File: src/rtl/bcd_pkg.sv
// Shared constants, FSM encoding and sizing helper for the sequential binary-to-BCD converter.
package bcd_pkg;

  localparam int unsigned BCD_DIGIT_W = 4;
  localparam logic [3:0]  ADD3_THRESH = 4'd5;
  localparam logic [3:0]  ADD3_INC    = 4'd3;

  localparam logic [1:0] ST_IDLE    = 2'd0;
  localparam logic [1:0] ST_CONVERT = 2'd1;
  localparam logic [1:0] ST_DONE    = 2'd2;

  typedef enum logic [1:0] {
    StIdle    = ST_IDLE,
    StConvert = ST_CONVERT,
    StDone    = ST_DONE
  } state_e;

  // Smallest digit count with 10^digits > 2^width, i.e. no overflow possible.
  function automatic int unsigned min_digits(input int unsigned width);
    longint unsigned lim;
    longint unsigned pow;
    int unsigned     d;
    lim = 64'd1 << width;
    pow = 64'd10;
    d   = 1;
    for (int i = 0; i < 12; i++) begin
      if (pow <= lim) begin
        pow = pow * 64'd10;
        d   = d + 1;
      end
    end
    return d;
  endfunction

endpackage

File: src/rtl/bcd_seq_converter_if.sv
// Valid/ready bus for bcd_seq_converter; blank exists only with BCD_SEQ_BLANK_EN defined.
interface bcd_seq_converter_if #(
  parameter int unsigned WIDTH  = 14,
  parameter int unsigned DIGITS = 5
);
  logic [WIDTH-1:0]                      in_bin;
  logic                                  in_valid;
  logic                                  in_ready;
  logic [bcd_pkg::BCD_DIGIT_W*DIGITS-1:0] out_bcd;
  logic                                  out_valid;
  logic                                  out_ready;
  logic                                  overflow;
`ifdef BCD_SEQ_BLANK_EN
  logic [DIGITS-1:0]                     blank;
`endif

  modport master (
    output in_bin, in_valid, out_ready,
`ifdef BCD_SEQ_BLANK_EN
    input  blank,
`endif
    input  in_ready, out_bcd, out_valid, overflow
  );

  modport slave (
    input  in_bin, in_valid, out_ready,
`ifdef BCD_SEQ_BLANK_EN
    output blank,
`endif
    output in_ready, out_bcd, out_valid, overflow
  );

endinterface

File: src/rtl/bcd_digit_slice.sv
// One BCD digit of the shift-and-add-3 chain: conditional +3 on the held value, then shift left.
module bcd_digit_slice
  import bcd_pkg::*;
(
  input  logic                   clk_i,
  input  logic                   rst_i,
  input  logic                   clear_i,
  input  logic                   shift_i,
  input  logic                   shift_in_i,
  output logic                   shift_out_o,
`ifdef BCD_SEQ_BLANK_EN
  output logic [BCD_DIGIT_W-1:0] digit_next_o,
`endif
  output logic [BCD_DIGIT_W-1:0] digit_o
);

  logic [BCD_DIGIT_W-1:0] digit_q, digit_d;
  logic [BCD_DIGIT_W-1:0] adj;

  always_comb begin
    adj     = (digit_q >= ADD3_THRESH) ? digit_q + ADD3_INC : digit_q;
    digit_d = digit_q;
    if (clear_i) begin
      digit_d = '0;
    end else if (shift_i) begin
      digit_d = {adj[BCD_DIGIT_W-2:0], shift_in_i};
    end
  end

  always_ff @(posedge clk_i) begin
    if (rst_i) begin
      digit_q <= '0;
    end else begin
      digit_q <= digit_d;
    end
  end

  assign shift_out_o = adj[BCD_DIGIT_W-1];
  assign digit_o     = digit_q;
`ifdef BCD_SEQ_BLANK_EN
  assign digit_next_o = digit_d;
`endif

endmodule

File: src/rtl/bcd_seq_converter.sv
// Sequential binary-to-BCD converter, one bit per clock, valid/ready on both sides.
// Optional leading-zero blanking output enabled by defining BCD_SEQ_BLANK_EN.
module bcd_seq_converter
  import bcd_pkg::*;
#(
  parameter int unsigned WIDTH  = 14,
  parameter int unsigned DIGITS = 5
) (
  input logic                clk,
  input logic                reset,
  bcd_seq_converter_if.slave bus
);

  localparam int unsigned CntW = $clog2(WIDTH + 1);

  state_e                        state_q, state_d;
  logic [CntW-1:0]               cnt_q, cnt_d;
  logic [WIDTH-1:0]              shift_q, shift_d;
  logic                          ovf_q, ovf_d;
  logic                          load;
  logic                          shift_en;
  logic                          last_bit;
  logic [DIGITS:0]               carry;
  logic [BCD_DIGIT_W*DIGITS-1:0] bcd;
`ifdef BCD_SEQ_BLANK_EN
  logic [BCD_DIGIT_W*DIGITS-1:0] bcd_next;
  logic [DIGITS-1:0]             blank_q, blank_d;
  logic                          all_zero;
`endif

  // Binary MSB enters digit 0; the bit leaving the top digit marks overflow.
  assign carry[0] = shift_q[WIDTH-1];

  for (genvar i = 0; i < DIGITS; i++) begin : g_digit
    bcd_digit_slice u_slice (
      .clk_i       (clk),
      .rst_i       (reset),
      .clear_i     (load),
      .shift_i     (shift_en),
      .shift_in_i  (carry[i]),
      .shift_out_o (carry[i+1]),
`ifdef BCD_SEQ_BLANK_EN
      .digit_next_o(bcd_next[i*BCD_DIGIT_W +: BCD_DIGIT_W]),
`endif
      .digit_o     (bcd[i*BCD_DIGIT_W +: BCD_DIGIT_W])
    );
  end

  assign last_bit = (cnt_q == CntW'(1));

  always_comb begin
    state_d  = state_q;
    cnt_d    = cnt_q;
    shift_d  = shift_q;
    ovf_d    = ovf_q;
    load     = 1'b0;
    shift_en = 1'b0;
    unique case (state_q)
      StIdle: begin
        if (bus.in_valid) begin
          load    = 1'b1;
          shift_d = bus.in_bin;
          ovf_d   = 1'b0;
          cnt_d   = CntW'(WIDTH);
          state_d = StConvert;
        end
      end
      StConvert: begin
        shift_en = 1'b1;
        shift_d  = shift_q << 1;
        cnt_d    = cnt_q - CntW'(1);
        if (carry[DIGITS]) ovf_d = 1'b1;
        if (last_bit) state_d = StDone;
      end
      StDone: begin
        if (bus.out_ready) state_d = StIdle;
      end
      default: state_d = StIdle;
    endcase
  end

  always_ff @(posedge clk) begin
    if (reset) begin
      state_q <= StIdle;
      cnt_q   <= '0;
      shift_q <= '0;
      ovf_q   <= 1'b0;
    end else begin
      state_q <= state_d;
      cnt_q   <= cnt_d;
      shift_q <= shift_d;
      ovf_q   <= ovf_d;
    end
  end

  assign bus.in_ready  = (state_q == StIdle);
  assign bus.out_valid = (state_q == StDone);
  assign bus.out_bcd   = bcd;
  assign bus.overflow  = ovf_q;

`ifdef BCD_SEQ_BLANK_EN
  // Captured from the final digits on the last shift so it is valid with out_valid.
  always_comb begin
    blank_d  = blank_q;
    all_zero = 1'b1;
    if (load) begin
      blank_d = '0;
    end else if (shift_en && last_bit) begin
      blank_d = '0;
      for (int i = int'(DIGITS) - 1; i >= 1; i--) begin
        all_zero   = all_zero & (bcd_next[i*BCD_DIGIT_W +: BCD_DIGIT_W] == '0);
        blank_d[i] = all_zero;
      end
    end
  end

  always_ff @(posedge clk) begin
    if (reset) begin
      blank_q <= '0;
    end else begin
      blank_q <= blank_d;
    end
  end

  assign bus.blank = blank_q;
`endif

endmodule

File: src/flat_wrapper.sv
// flat-port wrapper written by rule: the top's interface ports become plain ports
module bcd_seq_converter_flat import bcd_pkg::*;
#(
  parameter int unsigned WIDTH  = 14,
  parameter int unsigned DIGITS = 5
)
  (clk, reset, bus_in_bin, bus_in_valid, bus_out_ready, bus_in_ready, bus_out_bcd, bus_out_valid, bus_overflow);
  bcd_seq_converter_if #(.WIDTH(WIDTH), .DIGITS(DIGITS)) bus_i ();
  input logic clk;
  input logic reset;
  input wire logic [$bits(bus_i.in_bin)-1:0] bus_in_bin;
  input wire logic [$bits(bus_i.in_valid)-1:0] bus_in_valid;
  input wire logic [$bits(bus_i.out_ready)-1:0] bus_out_ready;
  output wire logic [$bits(bus_i.in_ready)-1:0] bus_in_ready;
  output wire logic [$bits(bus_i.out_bcd)-1:0] bus_out_bcd;
  output wire logic [$bits(bus_i.out_valid)-1:0] bus_out_valid;
  output wire logic [$bits(bus_i.overflow)-1:0] bus_overflow;
  assign bus_i.in_bin = bus_in_bin;
  assign bus_i.in_valid = bus_in_valid;
  assign bus_i.out_ready = bus_out_ready;
  assign bus_in_ready = bus_i.in_ready;
  assign bus_out_bcd = bus_i.out_bcd;
  assign bus_out_valid = bus_i.out_valid;
  assign bus_overflow = bus_i.overflow;
  bcd_seq_converter #(.WIDTH(WIDTH), .DIGITS(DIGITS)) u_core (.clk(clk), .reset(reset), .bus(bus_i));
endmodule
File: config.mk
export PLATFORM = sky130hd
export DESIGN_NAME = bcd_seq_converter_flat
export DESIGN_NICKNAME = d
export VERILOG_FILES = /design/src/rtl/bcd_pkg.sv /design/src/rtl/bcd_seq_converter_if.sv /design/src/rtl/bcd_digit_slice.sv /design/src/rtl/bcd_seq_converter.sv /design/src/flat_wrapper.sv
export SDC_FILE = /design/constraint.sdc
export NUM_CORES = 1
export LEC_CHECK = 0
export ABC_CLOCK_PERIOD_IN_PS = 2350
export CAP_MARGIN = 40
export CORE_ASPECT_RATIO = 0.7
export CORE_MARGIN = 3
export CORE_UTILIZATION = 53
export CTS_CLUSTER_SIZE = 30
export DETAILED_ROUTE_END_ITERATION = 6
export PLACE_DENSITY = 0.86
export SLEW_MARGIN = 20
export SYNTH_ARGS = -nofsm -noshare
export SYNTH_HDL_FRONTEND = slang
export SYNTH_SLANG_ARGS = --single-unit
File: constraint.sdc
create_clock -name clk -period 2.35 [get_ports clk]
set_clock_uncertainty 0.05 [all_clocks]
set_input_delay 0.235 -clock clk [delete_from_list [all_inputs] [get_ports clk]]
set_output_delay 0.235 -clock clk [all_outputs]
set_load 0.01 [all_outputs]
==> summary.log, run 1 <==
qor: grt.grt_first_pass_wirelength 8.74 mm
qor: synthesis.synth_ff_type sky130_fd_sc_hd__dfxtp_1
qor: worst_hold_path.worst_hold_startpoint u_core.shift_q[13]$_SDFFE_PP0P_
qor: synthesis.post-synth-top-area-cell sky130_fd_sc_hd__dfxtp_1
qor: synthesis.yosys-top-cells-count sky130_fd_sc_hd__dfxtp_1 (41), sky130_fd_sc_hd__a21oi_1 (40), sky130_fd_sc_hd__nor2_1 (37)
qor: power_and_ir_drop.static-leakage-power 1.04 nW
qor: cells_and_area.nFillCells 334
qor: floorplanning.ios 41
qor: drt.routedWlPerCell 14.5 um
qor: sta.max_clock_freq 500 MHz
qor: synthesis.synth.net_count 307
qor: synthesis.synthMostInstantiatedCell sky130_fd_sc_hd__dfxtp_1
qor: power_and_ir_drop.vdd_ir_drop_max 0.479 mV
qor: drt.detail_route.wirelength 5.31 mm
qor: worst_setup_path.critPathArrivalTime 1.71 ns
qor: place.routabilityCongestion 0.814
qor: worst_setup_path.crit_path_cell_trace nor2b_1 -> clkdlybuf4s50_1
qor: sta.final_hold_viol_count 0
qor: grt.gr-usage-all-layers 21.6%
qor: floorplanning.fp.coreArea 3990 um^2
qor: worst_setup_path.critical_path.reg2reg.startpoint u_core.state_q[1]$_SDFFE_PP0P_
qor: clock_network.cts_resized 0
qor: sta.max-slew-margin-rel 68.0%
qor: grt.antenna_found_initial 0
qor: worst_setup_path.slowest_delay 0.62 ns
qor: sta.final.setup.tns 0 ns
qor: cells_and_area.fin_util 68.6%
qor: place.place_worst_setup_slack 0.549 ns
qor: clock_network.clk_latency 0.30 ns
qor: place.detailed_place_hpwl 3.61 mm
qor: grt.via_count_of_the_first_global_routing_pass 1872
qor: drt.first_iter_violations 132
qor: status.run_status complete, no violations
qor: floorplanning.start_util 55.8%
qor: synthesis.ff_latch_count_synth 41
qor: worst_setup_path.reg2reg_setup_slack 0.57 ns
qor: synthesis.synth_seq_area_share 36.8%
qor: synthesis.synth-async-reset-ratio 0%
qor: synthesis.post_synth_main_area_contributors sky130_fd_sc_hd__dfxtp_1 (37%), sky130_fd_sc_hd__a21oi_1 (9.0%), sky130_fd_sc_hd__ha_1 (6.7%), sky130_fd_sc_hd__nor2_1 (6.2%), sky130_fd_sc_hd__inv_1 (4.4%)
qor: sta.timing_worst_slew_pin_value 0.479 ns
qor: synthesis.netlist_instances 277
qor: synthesis.synth_enable_flop_cells 0
qor: worst_setup_path.crit_path_max_fanout 15
qor: clock_network.cts_tree yes
qor: sta.post-route-period-util 85.0%
qor: drt.via_per_inst 5.79
qor: sta.maxSlewViolCount 0
qor: worst_hold_path.worst_hold_path_type reg -> reg
qor: worst_setup_path.cp-end-kind output pin
qor: drt.ant_nets 0
qor: grt.overall_overflow_remaining_after_global_route 0
qor: sta.layout_setup_ws 0.351 ns
qor: drt.routed_vias 2126
qor: sta.layout_min_cycle_time 2.00 ns
qor: cells_and_area.num_antenna_cells 0
qor: synthesis.postSynthAreaPerCell 8.04 um^2
qor: worst_setup_path.kind_of_start_point_of_the_critical_path register
qor: clock_network.clock_pin_slew_of_the_registers_on_the_worst_case_setup_and_hold_paths 0.08 ns
qor: cells_and_area.layout-area-overhead-vs-synth 23.0%
qor: clock_network.cts_num_sinks 41
qor: flow_run.cap_violations 0
qor: sta.grt_setup_unrepaired no
qor: clock_network.cts_hold_repair.buffers 0
qor: synthesis.synth.distinct_cells 32
qor: worst_setup_path.timing.critical_path.required 2.07 ns
qor: grt.largest_net_degree_at_the_start_of_global_routing 33
qor: clock_network.ctsHtreeMaxLevel 2
qor: synthesis.yosysTopAreaCellShare 36.8%
qor: clock_network.cts_made_buffers 5
qor: worst_setup_path.worst_setup_startpoint u_core.state_q[1]$_SDFFE_PP0P_
qor: cells_and_area.seqCellArea 821 um^2
qor: floorplanning.dieArea 5030 um^2
qor: drt.drc_errors 0
qor: power_and_ir_drop.totalPowerFinal 1.47 mW
qor: cells_and_area.non_filler_cells_in_the_finished_layout 367
qor: synthesis.syn_area 2230 um^2
qor: sta.setup_viol_count_final 0
qor: cells_and_area.layout-drive-gt1-share 5.71%
qor: place.io_buffer_count 40
qor: clock_network.root_buffer sky130_fd_sc_hd__clkbuf_8
qor: cells_and_area.multi_input_comb_area 1220 um^2
qor: power_and_ir_drop.power.density 537 nW/um^2
qor: place.dpl.cell_count 359
qor: drt.drt_pass1_iterations 4
qor: floorplanning.chip_width 83.5 um
qor: clock_network.max-clock-path-buffers 2
qor: floorplanning.die-height 60.3 um
qor: clock_network.cts_setup_buffers 0
qor: cells_and_area.nets 344
qor: worst_setup_path.critPathKind reg -> out
qor: synthesis.yosys_warnings 0
qor: floorplanning.row_count 19
qor: worst_setup_path.cp_slowest_cell sky130_fd_sc_hd__dfxtp_1
-- power by group --
part	switching, mW	internal [mW]	leakage (nW)
clock	0.242	0.211	0.0395
combinational	0.140	0.113	0.661
sequential	0.0321	0.733	0.336
total	0.414	1.06	1.04
-- final cells by class --
cell class,instances,area share (%)
repair buffers,47,16.5
inverters,26,3.56
multi-input cells,193,44.7
well taps,52,2.37
flip-flops and latches,41,30.0
clock buffers,8,2.92
-- per-layer routing --
layer | vias up | global-route usage (%) | wire [um]
met4 | 0 | 8.72 | 82
met5 | - | 0 | 0
li1 | 1077 | - | -
met1 | 990 | 28.7 | 2640
met2 | 53 | 34.4 | 2350
met3 | 6 | 5.23 | 239
-- kinds of logic after synthesis --
| family | synth area share (%) |
|---|---|
| simple gates | 15.2 |
| mux | 2.25 |
| buf+inv | 8.25 |
| flops | 36.8 |
| fa+ha+maj | 6.74 |
| compound gates | 30.7 |
-- critical path: cells and delay by family, from the launching register on --
kind	cells	cell delay, ns
flops	1	0.62
buf+inv	1	0.56
simple gates	1	0.24
-- sequential cells by signal (all words and copies together), names as in the netlist --
register	cells
u_core.state_q	2
u_core.cnt_q	4
u_core.g_digit.u_slice.digit_o	20
u_core.shift_q	14
u_core.bus.overflow	1
-- cells in the final DEF, fill, tap and decap left out, types with 3 or more instances in the layout --
cell	n
sky130_fd_sc_hd__a2111oi_0	7
sky130_fd_sc_hd__a211oi_1	11
sky130_fd_sc_hd__a21oi_1	40
sky130_fd_sc_hd__a22o_1	5
sky130_fd_sc_hd__a31oi_1	6
sky130_fd_sc_hd__a41oi_1	5
sky130_fd_sc_hd__buf_4	7
sky130_fd_sc_hd__clkbuf_1	3
sky130_fd_sc_hd__clkbuf_8	5
sky130_fd_sc_hd__clkdlybuf4s50_1	40
sky130_fd_sc_hd__dfxtp_1	41
sky130_fd_sc_hd__ha_1	12
sky130_fd_sc_hd__inv_1	26
sky130_fd_sc_hd__mux2i_1	5
sky130_fd_sc_hd__nand2b_1	6
sky130_fd_sc_hd__nand3_1	6
sky130_fd_sc_hd__nor2_1	37
sky130_fd_sc_hd__nor2b_1	4
sky130_fd_sc_hd__nor3b_1	6
sky130_fd_sc_hd__o21ai_0	19
sky130_fd_sc_hd__o221a_2	4
sky130_fd_sc_hd__o22ai_1	7
-- through the flow --
step / hold slack, ns / instance area (um^2)
after floorplan: 0.347 / 2230
after global placement: 0.400 / 2660
after detailed placement: 0.398 / 2660
after CTS: 0.409 / 2740
after global routing: 0.420 / 2740
final: 0.412 / 2740
-- worst paths after layout --
kind	endpoint	cells past startpoint
worst min-delay path	u_core.g_digit[0].u_slice.digit_o[0]$_SDFFE_PP0P_	2
worst max-delay path	bus_out_valid	2
worst max register to register	u_core.shift_q[4]$_SDFFE_PP0P_	4
worst min register to register	u_core.g_digit[0].u_slice.digit_o[0]$_SDFFE_PP0P_	2
Power figures use the tool's default switching activity.
==> inputs of run 2 (changes only) <==
- REMOVE_ABC_BUFFERS: default -> 1
==> run 2 against run 1 <==
Against the previous run:
- routed wire length up 0.47%
- global-route usage decreased by 0.053 points
- utilization rose by 0.72 points
- count of clock-buffer cells in the layout fell by 1
- setup slack improved by 0.21 ns
- sequential share of layout area down 0.31 points
- flip-flop and latch count stayed put
- total power rose by 3.9%
- die area is the same
- critical path depth increased by 1
- combinational power is 2% higher
- critical path type unchanged
==> summary.log, run 2 (same netlist as run 1, synthesis figures left out) <==
qor: power_and_ir_drop.p_int 1.11 mW [was 1.06 mW]
qor: clock_network.root_buffer sky130_fd_sc_hd__clkbuf_8 [unchanged]
qor: worst_setup_path.timing.reg2reg.worst_path_depth 5 [was 4]
qor: sta.setup_viol_count_final 0 [unchanged]
qor: worst_setup_path.timing.critical_path.required 2.07 ns [about the same]
qor: cells_and_area.nets 345 [was 344]
qor: worst_setup_path.crit_path_cell_trace buf_4 -> nor2_1 -> clkdlybuf4s50_1 [was nor2b_1 -> clkdlybuf4s50_1]
qor: place.place_worst_setup_slack 0.435 ns [was 0.549 ns]
qor: drt.first_iter_violations 136 [was 132]
qor: power_and_ir_drop.share_seq_of_total_power 50.1% [was 52.0%]
qor: floorplanning.start_util 55.8% [unchanged]
qor: cells_and_area.layout-area-overhead-vs-synth 24.3% [was 23.0%]
qor: drt.drt_pass1_iterations 4 [unchanged]
qor: floorplanning.dieArea 5030 um^2 [unchanged]
qor: cells_and_area.nFillCells 321 [was 334]
qor: cells_and_area.mostFrequentLayoutCell sky130_fd_sc_hd__dfxtp_1 [unchanged]
qor: power_and_ir_drop.static-leakage-power 1.06 nW [was 1.04 nW]
qor: sta.post-route-period-util 76.2% [was 85.0%]
qor: sta.layout_setup_ws 0.558 ns [was 0.351 ns]
qor: grt.grt_first_pass_wirelength 8.92 mm [was 8.74 mm]
qor: power_and_ir_drop.totalPowerFinal 1.53 mW [was 1.47 mW]
qor: sta.max-slew-margin-rel 65.6% [was 68.0%]
qor: worst_setup_path.path_buf_inv 2 [was 1]
qor: grt.via_count_of_the_first_global_routing_pass 1943 [was 1872]
qor: grt.overall_overflow_remaining_after_global_route 0 [unchanged]
qor: worst_hold_path.min_path_cells 2 [unchanged]
qor: power_and_ir_drop.power.clock.fraction 33.1% [was 30.8%]
qor: power_and_ir_drop.power.switching_fraction 27.2% [was 28.2%]
qor: clock_network.cts_hold_repair.buffers 0 [unchanged]
qor: power_and_ir_drop.power.density 552 nW/um^2 [was 537 nW/um^2]
qor: cells_and_area.layout.cells.most_common_list sky130_fd_sc_hd__dfxtp_1 (41), sky130_fd_sc_hd__a21oi_1 (40), sky130_fd_sc_hd__clkdlybuf4s50_1 (40) [unchanged]
qor: cells_and_area.num_antenna_cells 0 [unchanged]
qor: drt.via_per_inst 5.82 [was 5.79]
qor: floorplanning.ios 41 [unchanged]
qor: worst_setup_path.critical_path.reg2reg.endpoint u_core.bus.overflow$_SDFFE_PP0P_ [was u_core.shift_q[4]$_SDFFE_PP0P_]
qor: clock_network.ctsHtreeMaxLevel 2 [unchanged]
qor: floorplanning.row_count 19 [unchanged]
qor: worst_setup_path.cp_slowest_cell sky130_fd_sc_hd__clkdlybuf4s50_1 [was sky130_fd_sc_hd__dfxtp_1]
qor: cells_and_area.largest_register_ffs 20 [unchanged]
qor: drt.detail_route.wirelength 5.34 mm [was 5.31 mm]
qor: worst_hold_path.hold-path-endpoint u_core.g_digit[0].u_slice.digit_o[0]$_SDFFE_PP0P_ [unchanged]
qor: place.detailed_place_hpwl 3.71 mm [was 3.61 mm]
qor: grt.largest_net_degree_at_the_start_of_global_routing 33 [unchanged]
qor: sta.grt_setup_unrepaired no [unchanged]
qor: flow_run.cap_violations 0 [unchanged]
qor: worst_setup_path.cp-end-kind output pin [unchanged]
qor: drt.drc_errors 0 [unchanged]
qor: sta.final_layout_worst_hold_slack 0.455 ns [was 0.412 ns]
qor: place.io_buffer_count 40 [unchanged]
qor: worst_setup_path.crit_path_max_fanout 16 [was 15]
qor: drt.routed_vias 2143 [was 2126]
qor: sta.max_clock_freq 558 MHz [was 500 MHz]
qor: grt.gr-usage-all-layers 21.6% [about the same]
qor: clock_network.clk_latency 0.29 ns [was 0.30 ns]
qor: clock_network.cts_num_sinks 41 [unchanged]
qor: status.run_status complete, no violations [unchanged]
qor: clock_network.cts_resized 0 [unchanged]
qor: power_and_ir_drop.part_of_the_total_power_dissipated_in_combinational_logic 16.8% [was 17.2%]
qor: worst_setup_path.slowest_delay 0.48 ns [was 0.62 ns]
qor: worst_setup_path.critPathArrivalTime 1.51 ns [was 1.71 ns]
qor: sta.timing_worst_slew_pin_value 0.514 ns [was 0.479 ns]
qor: worst_setup_path.timing.critical_path.max_delay_family buffers and inverters [was flip-flops]
qor: power_and_ir_drop.power_switching 416 uW [was 414 uW]
qor: floorplanning.chip_width 83.5 um [unchanged]
qor: grt.antenna_found_initial 0 [unchanged]
qor: cells_and_area.final_design_area_no_fill 2770 um^2 [was 2740 um^2]
qor: power_and_ir_drop.vdd_ir_drop_max 0.329 mV [was 0.479 mV]
qor: worst_hold_path.worst_hold_path_type reg -> reg [unchanged]
qor: place.routabilityCongestion 0.817 [was 0.814]
qor: drt.routedWlPerCell 14.5 um [about the same]
qor: place.post_dp_cell_area 2670 um^2 [was 2660 um^2]
qor: clock_network.cts_made_buffers 5 [unchanged]
qor: sta.final.setup.tns 0 ns [unchanged]
qor: sta.final_hold_viol_count 0 [unchanged]
qor: worst_setup_path.critical_path.reg2reg.startpoint u_core.g_digit[4].u_slice.digit_o[0]$_SDFFE_PP0P_ [was u_core.state_q[1]$_SDFFE_PP0P_]
qor: floorplanning.fp.coreArea 3990 um^2 [unchanged]
qor: clock_network.max-clock-path-buffers 2 [unchanged]
qor: worst_setup_path.critPathKind reg -> out [unchanged]
qor: clock_network.cts_tree yes [unchanged]
qor: clock_network.cts_setup_buffers 0 [unchanged]
qor: worst_setup_path.reg2reg_setup_slack 0.71 ns [was 0.57 ns]
qor: floorplanning.die-height 60.3 um [unchanged]
qor: drt.ant_nets 0 [unchanged]
qor: clock_network.clock_pin_slew_of_the_registers_on_the_worst_case_setup_and_hold_paths 0.08 ns [about the same]
qor: sta.maxSlewViolCount 0 [unchanged]
qor: sta.layout_min_cycle_time 1.79 ns [was 2.00 ns]
qor: worst_setup_path.kind_of_start_point_of_the_critical_path register [unchanged]
qor: cells_and_area.layout-drive-gt1-share 6.96% [was 5.71%]
qor: worst_hold_path.worst_hold_startpoint u_core.shift_q[13]$_SDFFE_PP0P_ [unchanged]
run 2: cell types whose count changed in the layout (fill, tap and decap cells not counted):
cell                       change
sky130_fd_sc_hd__clkbuf_1      -3
sky130_fd_sc_hd__clkbuf_8      +2
sky130_fd_sc_hd__buf_4         +1
sky130_fd_sc_hd__clkinv_2      +1
run 2: layer usage:
metal / wire, um / track usage [%] / vias to the layer above
met5: 0 / 0 / -
met4: 29 / 5.05 / 0
met3: 314 / 4.13 / 5
met2: 2410 / 34.8 / 69
met1: 2580 / 30.2 / 993
li1: - / - / 1076
run 2: layout make-up:
| class | count | area, um^2 | share of cell area [%] |
|---|---|---|---|
| timing repair buffer | 48 | 460 | 16.6 |
| sequential | 41 | 821 | 29.6 |
| clock inverter | 1 | 5.00 | 0.181 |
| multi-input combinational | 193 | 1220 | 44.2 |
| clock buffer | 7 | 96.3 | 3.48 |
| tap | 52 | 65.1 | 2.35 |
| inverter | 26 | 97.6 | 3.52 |
run 2: tightest hold or removal path: stages, from the launching register on:
cell and delay [ns]:
sky130_fd_sc_hd__dfxtp_1 0.33, sky130_fd_sc_hd__nand2_1 0.07, sky130_fd_sc_hd__a21oi_1 0.05
run 2: worst max-delay path by stage:
stage                                   startpoint                                                end  slack [ns]  cells after the start
detailed placement                    bus_in_valid                       u_core.cnt_q[1]$_SDFFE_PP0P_        0.44                      4
CTS                 u_core.state_q[0]$_SDFFE_PP0P_                                       bus_in_ready        0.55                      3
global route        u_core.state_q[0]$_SDFFE_PP0P_                                       bus_in_ready        0.47                      3
floorplan           u_core.state_q[0]$_SDFFE_PP0P_  u_core.g_digit[0].u_slice.digit_o[1]$_SDFFE_PP0P_        0.28                      4
finish              u_core.state_q[0]$_SDFFE_PP0P_                                       bus_in_ready        0.56                      3
global placement                      bus_in_valid  u_core.g_digit[3].u_slice.digit_o[2]$_SDFFE_PP0P_        0.51                      5
run 2: per-stage QoR:
step / std cells / utilization [%]
6_report: 368 / 69.3
5_1_grt: 368 / 69.3
4_1_cts: 368 / 69.3
3_5_place_dp: 360 / 66.8
3_3_place_gp: 360 / 66.8
2_1_floorplan: 260 / -
run 2: power groups by stage:
stage	Combinational [mW]	Sequential [mW]	Clock, mW
after floorplan	0.142	0.779	0
after global placement	0.243	0.780	0
final	0.258	0.766	0.506
after CTS	0.255	0.765	0.509
after global routing	0.285	0.771	0.538
after detailed placement	0.253	0.780	0
==> inputs of run 3 (changes only) <==
- ABC_CLOCK_PERIOD_IN_PS: 2350 -> 1450
- CORE_UTILIZATION: 53 -> 47
- PLACE_DENSITY: 0.86 -> 0.81
- clock period: 2.35 -> 1.45 ns (I/O delays scaled with it)
==> run 3 against run 2 <==
Against the previous run:
- the run now ends with negative setup slack left
- total power up 76%
- clock power is 68% higher
- routed wire length rose by 31%
- sequential share of layout area down 4.4 points
- design area grew 23%
- flip-flop and latch count did not move
- critical path type is now reg -> reg
==> summary.log, run 3 (same netlist as run 1, synthesis figures left out) <==
qor: status.run_status complete, but fails checks [was complete, no violations]
qor: status.failed_checks negative setup slack
qor: cells_and_area.layout.cells.most_common_list sky130_fd_sc_hd__buf_4 (58), sky130_fd_sc_hd__nor2_1 (37), sky130_fd_sc_hd__a21oi_1 (36) [was sky130_fd_sc_hd__dfxtp_1 (41), sky130_fd_sc_hd__a21oi_1 (40), sky130_fd_sc_hd__clkdlybuf4s50_1 (40)]
qor: sta.layout_min_cycle_time 1.51 ns
qor: cells_and_area.largest_register_ffs 20 [unchanged]
qor: worst_setup_path.cp_slowest_cell sky130_fd_sc_hd__dfxtp_2 [was sky130_fd_sc_hd__clkdlybuf4s50_1]
qor: worst_setup_path.path_buf_inv 2 [unchanged]
qor: worst_setup_path.critical_path.reg2reg.startpoint u_core.state_q[1]$_SDFFE_PP0P_ [was u_core.g_digit[4].u_slice.digit_o[0]$_SDFFE_PP0P_]
qor: worst_hold_path.worst_hold_path_type reg -> reg [unchanged]
qor: sta.post-route-period-util 104%
qor: worst_setup_path.slowest_delay 0.39 ns [was 0.48 ns]
qor: floorplanning.start_util 50.0% [was 55.8%]
qor: drt.drc_errors 0 [unchanged]
qor: worst_setup_path.critical_path.reg2reg.endpoint u_core.g_digit[2].u_slice.digit_o[0]$_SDFFE_PP0P_ [was u_core.bus.overflow$_SDFFE_PP0P_]
qor: worst_setup_path.timing.critical_path.mode_cell sky130_fd_sc_hd__buf_4
qor: sta.layout_setup_ws -0.0615 ns [was 0.558 ns]
qor: worst_setup_path.critPathKind reg -> reg [was reg -> out]
qor: grt.largest_net_degree_at_the_start_of_global_routing 19 [was 33]
qor: worst_setup_path.kind_of_start_point_of_the_critical_path register [unchanged]
qor: worst_setup_path.crit_path_max_fanout 9 [was 16]
qor: worst_hold_path.worst_hold_startpoint u_core.shift_q[13]$_SDFFE_PP0P_ [unchanged]
qor: floorplanning.dieArea 5620 um^2 [was 5030 um^2]
qor: place.place_worst_setup_slack -0.181 ns [was 0.435 ns]
qor: floorplanning.chip_width 88.3 um [was 83.5 um]
qor: sta.max_clock_freq 662 MHz
qor: power_and_ir_drop.power.density 790 nW/um^2 [was 552 nW/um^2]
qor: clock_network.cts_made_buffers 5 [unchanged]
qor: sta.final.setup.tns -0.0997 ns [was 0 ns]
qor: worst_setup_path.crit_path_cell_trace buf_4 -> nand2b_1 -> o21bai_1 -> buf_4 -> a211oi_1 [was buf_4 -> nor2_1 -> clkdlybuf4s50_1]
qor: grt.grt_first_pass_wirelength 10.4 mm [was 8.92 mm]
qor: floorplanning.row_count 20 [was 19]
qor: flow_run.cap_violations 0 [unchanged]
qor: grt.gr-usage-all-layers 23.2% [was 21.6%]
qor: clock_network.cts_tree yes [unchanged]
qor: drt.routed_vias 2454 [was 2143]
qor: cells_and_area.layout-drive-gt1-share 35.5% [was 6.96%]
qor: power_and_ir_drop.static-leakage-power 1.48 nW [was 1.06 nW]
qor: worst_setup_path.reg2reg_setup_slack -0.06 ns [was 0.71 ns]
qor: drt.drt_pass1_iterations 5 [was 4]
qor: floorplanning.fp.coreArea 4450 um^2 [was 3990 um^2]
qor: drt.via_per_inst 5.83 [was 5.82]
qor: floorplanning.die-height 63.6 um [was 60.3 um]
qor: cells_and_area.mostFrequentLayoutCell sky130_fd_sc_hd__buf_4 [was sky130_fd_sc_hd__dfxtp_1]
qor: sta.setup_viol_count_final 4 [was 0]
qor: place.io_buffer_count 40 [unchanged]
qor: clock_network.clock_pin_slew_of_the_registers_on_the_worst_case_setup_and_hold_paths 0.09 ns [was 0.08 ns]
qor: worst_setup_path.timing.reg2reg.worst_path_depth 5 [unchanged]
qor: place.dpl.cell_count 408 [was 360]
qor: floorplanning.ios 41 [unchanged]
qor: grt.via_count_of_the_first_global_routing_pass 2280 [was 1943]
qor: clock_network.root_buffer sky130_fd_sc_hd__clkbuf_8 [unchanged]
qor: sta.grt_setup_unrepaired yes [was no]
qor: worst_setup_path.timing.critical_path.max_delay_family compound AO/OA/AOI/OAI gates [was buffers and inverters]
qor: grt.antenna_found_initial 0 [unchanged]
qor: cells_and_area.nets 395 [was 345]
qor: worst_setup_path.cp-end-kind register [was output pin]
qor: drt.detail_route.wirelength 6.99 mm [was 5.34 mm]
qor: clock_network.ctsHtreeMaxLevel 2 [unchanged]
qor: cells_and_area.layout-area-overhead-vs-synth 52.6% [was 24.3%]
qor: cells_and_area.fin_util 76.3% [was 69.3%]
qor: worst_hold_path.hold-path-endpoint u_core.g_digit[0].u_slice.digit_o[0]$_SDFFE_PP0P_ [unchanged]
qor: drt.routedWlPerCell 16.6 um [was 14.5 um]
qor: grt.overall_overflow_remaining_after_global_route 0 [unchanged]
qor: cells_and_area.nFillCells 318 [was 321]
qor: worst_setup_path.critPathArrivalTime 1.65 ns [was 1.51 ns]
qor: sta.final_hold_viol_count 0 [unchanged]
qor: sta.timing_worst_slew_pin_value 0.404 ns [was 0.514 ns]
qor: place.routabilityCongestion 0.833 [was 0.817]
qor: worst_setup_path.timing.critical_path.required 1.59 ns [was 2.07 ns]
qor: clock_network.clk_latency 0.30 ns [was 0.29 ns]
qor: cells_and_area.num_antenna_cells 0 [unchanged]
qor: sta.maxSlewViolCount 0 [unchanged]
qor: cells_and_area.non_filler_cells_in_the_finished_layout 421 [was 368]
qor: sta.max-slew-margin-rel 72.3% [was 65.6%]
qor: drt.first_iter_violations 152 [was 136]
qor: power_and_ir_drop.vdd_ir_drop_max 0.665 mV [was 0.329 mV]
qor: clock_network.cts_num_sinks 41 [unchanged]
qor: clock_network.max-clock-path-buffers 2 [unchanged]
qor: sta.final_layout_worst_hold_slack 0.412 ns [was 0.455 ns]
qor: worst_setup_path.worst_setup_startpoint u_core.state_q[1]$_SDFFE_PP0P_ [was u_core.state_q[0]$_SDFFE_PP0P_]
qor: place.detailed_place_hpwl 4.41 mm [was 3.71 mm]
qor: worst_hold_path.min_path_cells 2 [unchanged]
qor: drt.ant_nets 0 [unchanged]
-- run 3: cell count changes in the layout (fill, tap and decap cells not counted), moves of 5 or more --
| cell | previous run | this run |
|---|---|---|
| sky130_fd_sc_hd__a2111oi_0 | 7 | 2 |
| sky130_fd_sc_hd__nand2b_1 | 6 | 1 |
| sky130_fd_sc_hd__dfxtp_1 | 41 | 20 |
| sky130_fd_sc_hd__ha_1 | 12 | 4 |
| sky130_fd_sc_hd__ha_2 | 0 | 6 |
| sky130_fd_sc_hd__inv_1 | 26 | 19 |
| sky130_fd_sc_hd__dlygate4sd2_1 | 0 | 14 |
| sky130_fd_sc_hd__inv_2 | 0 | 5 |
| sky130_fd_sc_hd__dfxtp_2 | 0 | 17 |
| sky130_fd_sc_hd__dlymetal6s2s_1 | 0 | 5 |
| sky130_fd_sc_hd__clkdlybuf4s50_1 | 40 | 19 |
| sky130_fd_sc_hd__buf_4 | 8 | 58 |
| sky130_fd_sc_hd__nand2b_4 | 1 | 6 |
-- run 3: how the worst max path moves through the flow --
stage                                                        endpoint  slack (ns)  cells past startpoint
finish              u_core.g_digit[2].u_slice.digit_o[0]$_SDFFE_PP0P_       -0.06                      5
floorplan           u_core.g_digit[0].u_slice.digit_o[1]$_SDFFE_PP0P_       -0.62                      4
CTS                 u_core.g_digit[0].u_slice.digit_o[1]$_SDFFE_PP0P_       -0.04                      6
global route                           u_core.shift_q[4]$_SDFFE_PP0P_       -0.12                      5
global placement                       u_core.shift_q[4]$_SDFFE_PP0P_        -0.1                      6
detailed placement  u_core.g_digit[1].u_slice.digit_o[1]$_SDFFE_PP0P_       -0.18                      6
-- run 3: stage by stage --
stage / instance area [um^2] / power (mW)
global placement: 3010 / 1.75
CTS: 3200 / 2.62
global route: 3400 / 2.78
floorplan: 2140 / 1.49
detailed placement: 3010 / 1.77
finish: 3400 / 2.69
-- run 3: repair_timing --
| action | in CTS | in global routing |
|---|---|---|
| resized for setup | 52 | 45 |
| pin swaps | 4 | 12 |
| setup endpoints to repair | 30 | 22 |
| hold buffers | 0 | 0 |
| cloned | 0 | 0 |
| buffers inserted | 0 | 6 |
-- run 3: layout make-up --
class	count	area (um^2)	share of cell area [%]
Clock buffer	7	96.3	2.83
Clock inverter	1	5.00	0.147
Inverter	26	103	3.02
Multi-Input combinational cell	193	1440	42.3
Sequential cell	41	857	25.2
Tap cell	55	68.8	2.02
Timing Repair Buffer	98	832	24.5
-- run 3: worst reg2reg max path: stages (launching register included) --
cell	delay, ns
sky130_fd_sc_hd__dfxtp_2	0.39
sky130_fd_sc_hd__buf_4	0.19
sky130_fd_sc_hd__nand2b_1	0.15
sky130_fd_sc_hd__o21bai_1	0.10
sky130_fd_sc_hd__buf_4	0.19
sky130_fd_sc_hd__a211oi_1	0.32
-- run 3: power by group --
part,switching [mW],internal [mW]
Combinational,0.301,0.294
Clock,0.421,0.431
Sequential,0.0578,1.18
-- run 3: per-layer routing --
layer | part of all wire (%) | wire [um] | vias up | GRT usage, %
met5 | 0 | 0 | - | 0
met4 | 2.0 | 138 | 0 | 9.43
met3 | 6.9 | 482 | 14 | 5.23
met2 | 47 | 3290 | 105 | 35.4
met1 | 44 | 3080 | 1153 | 31.6
li1 | - | - | 1182 | -
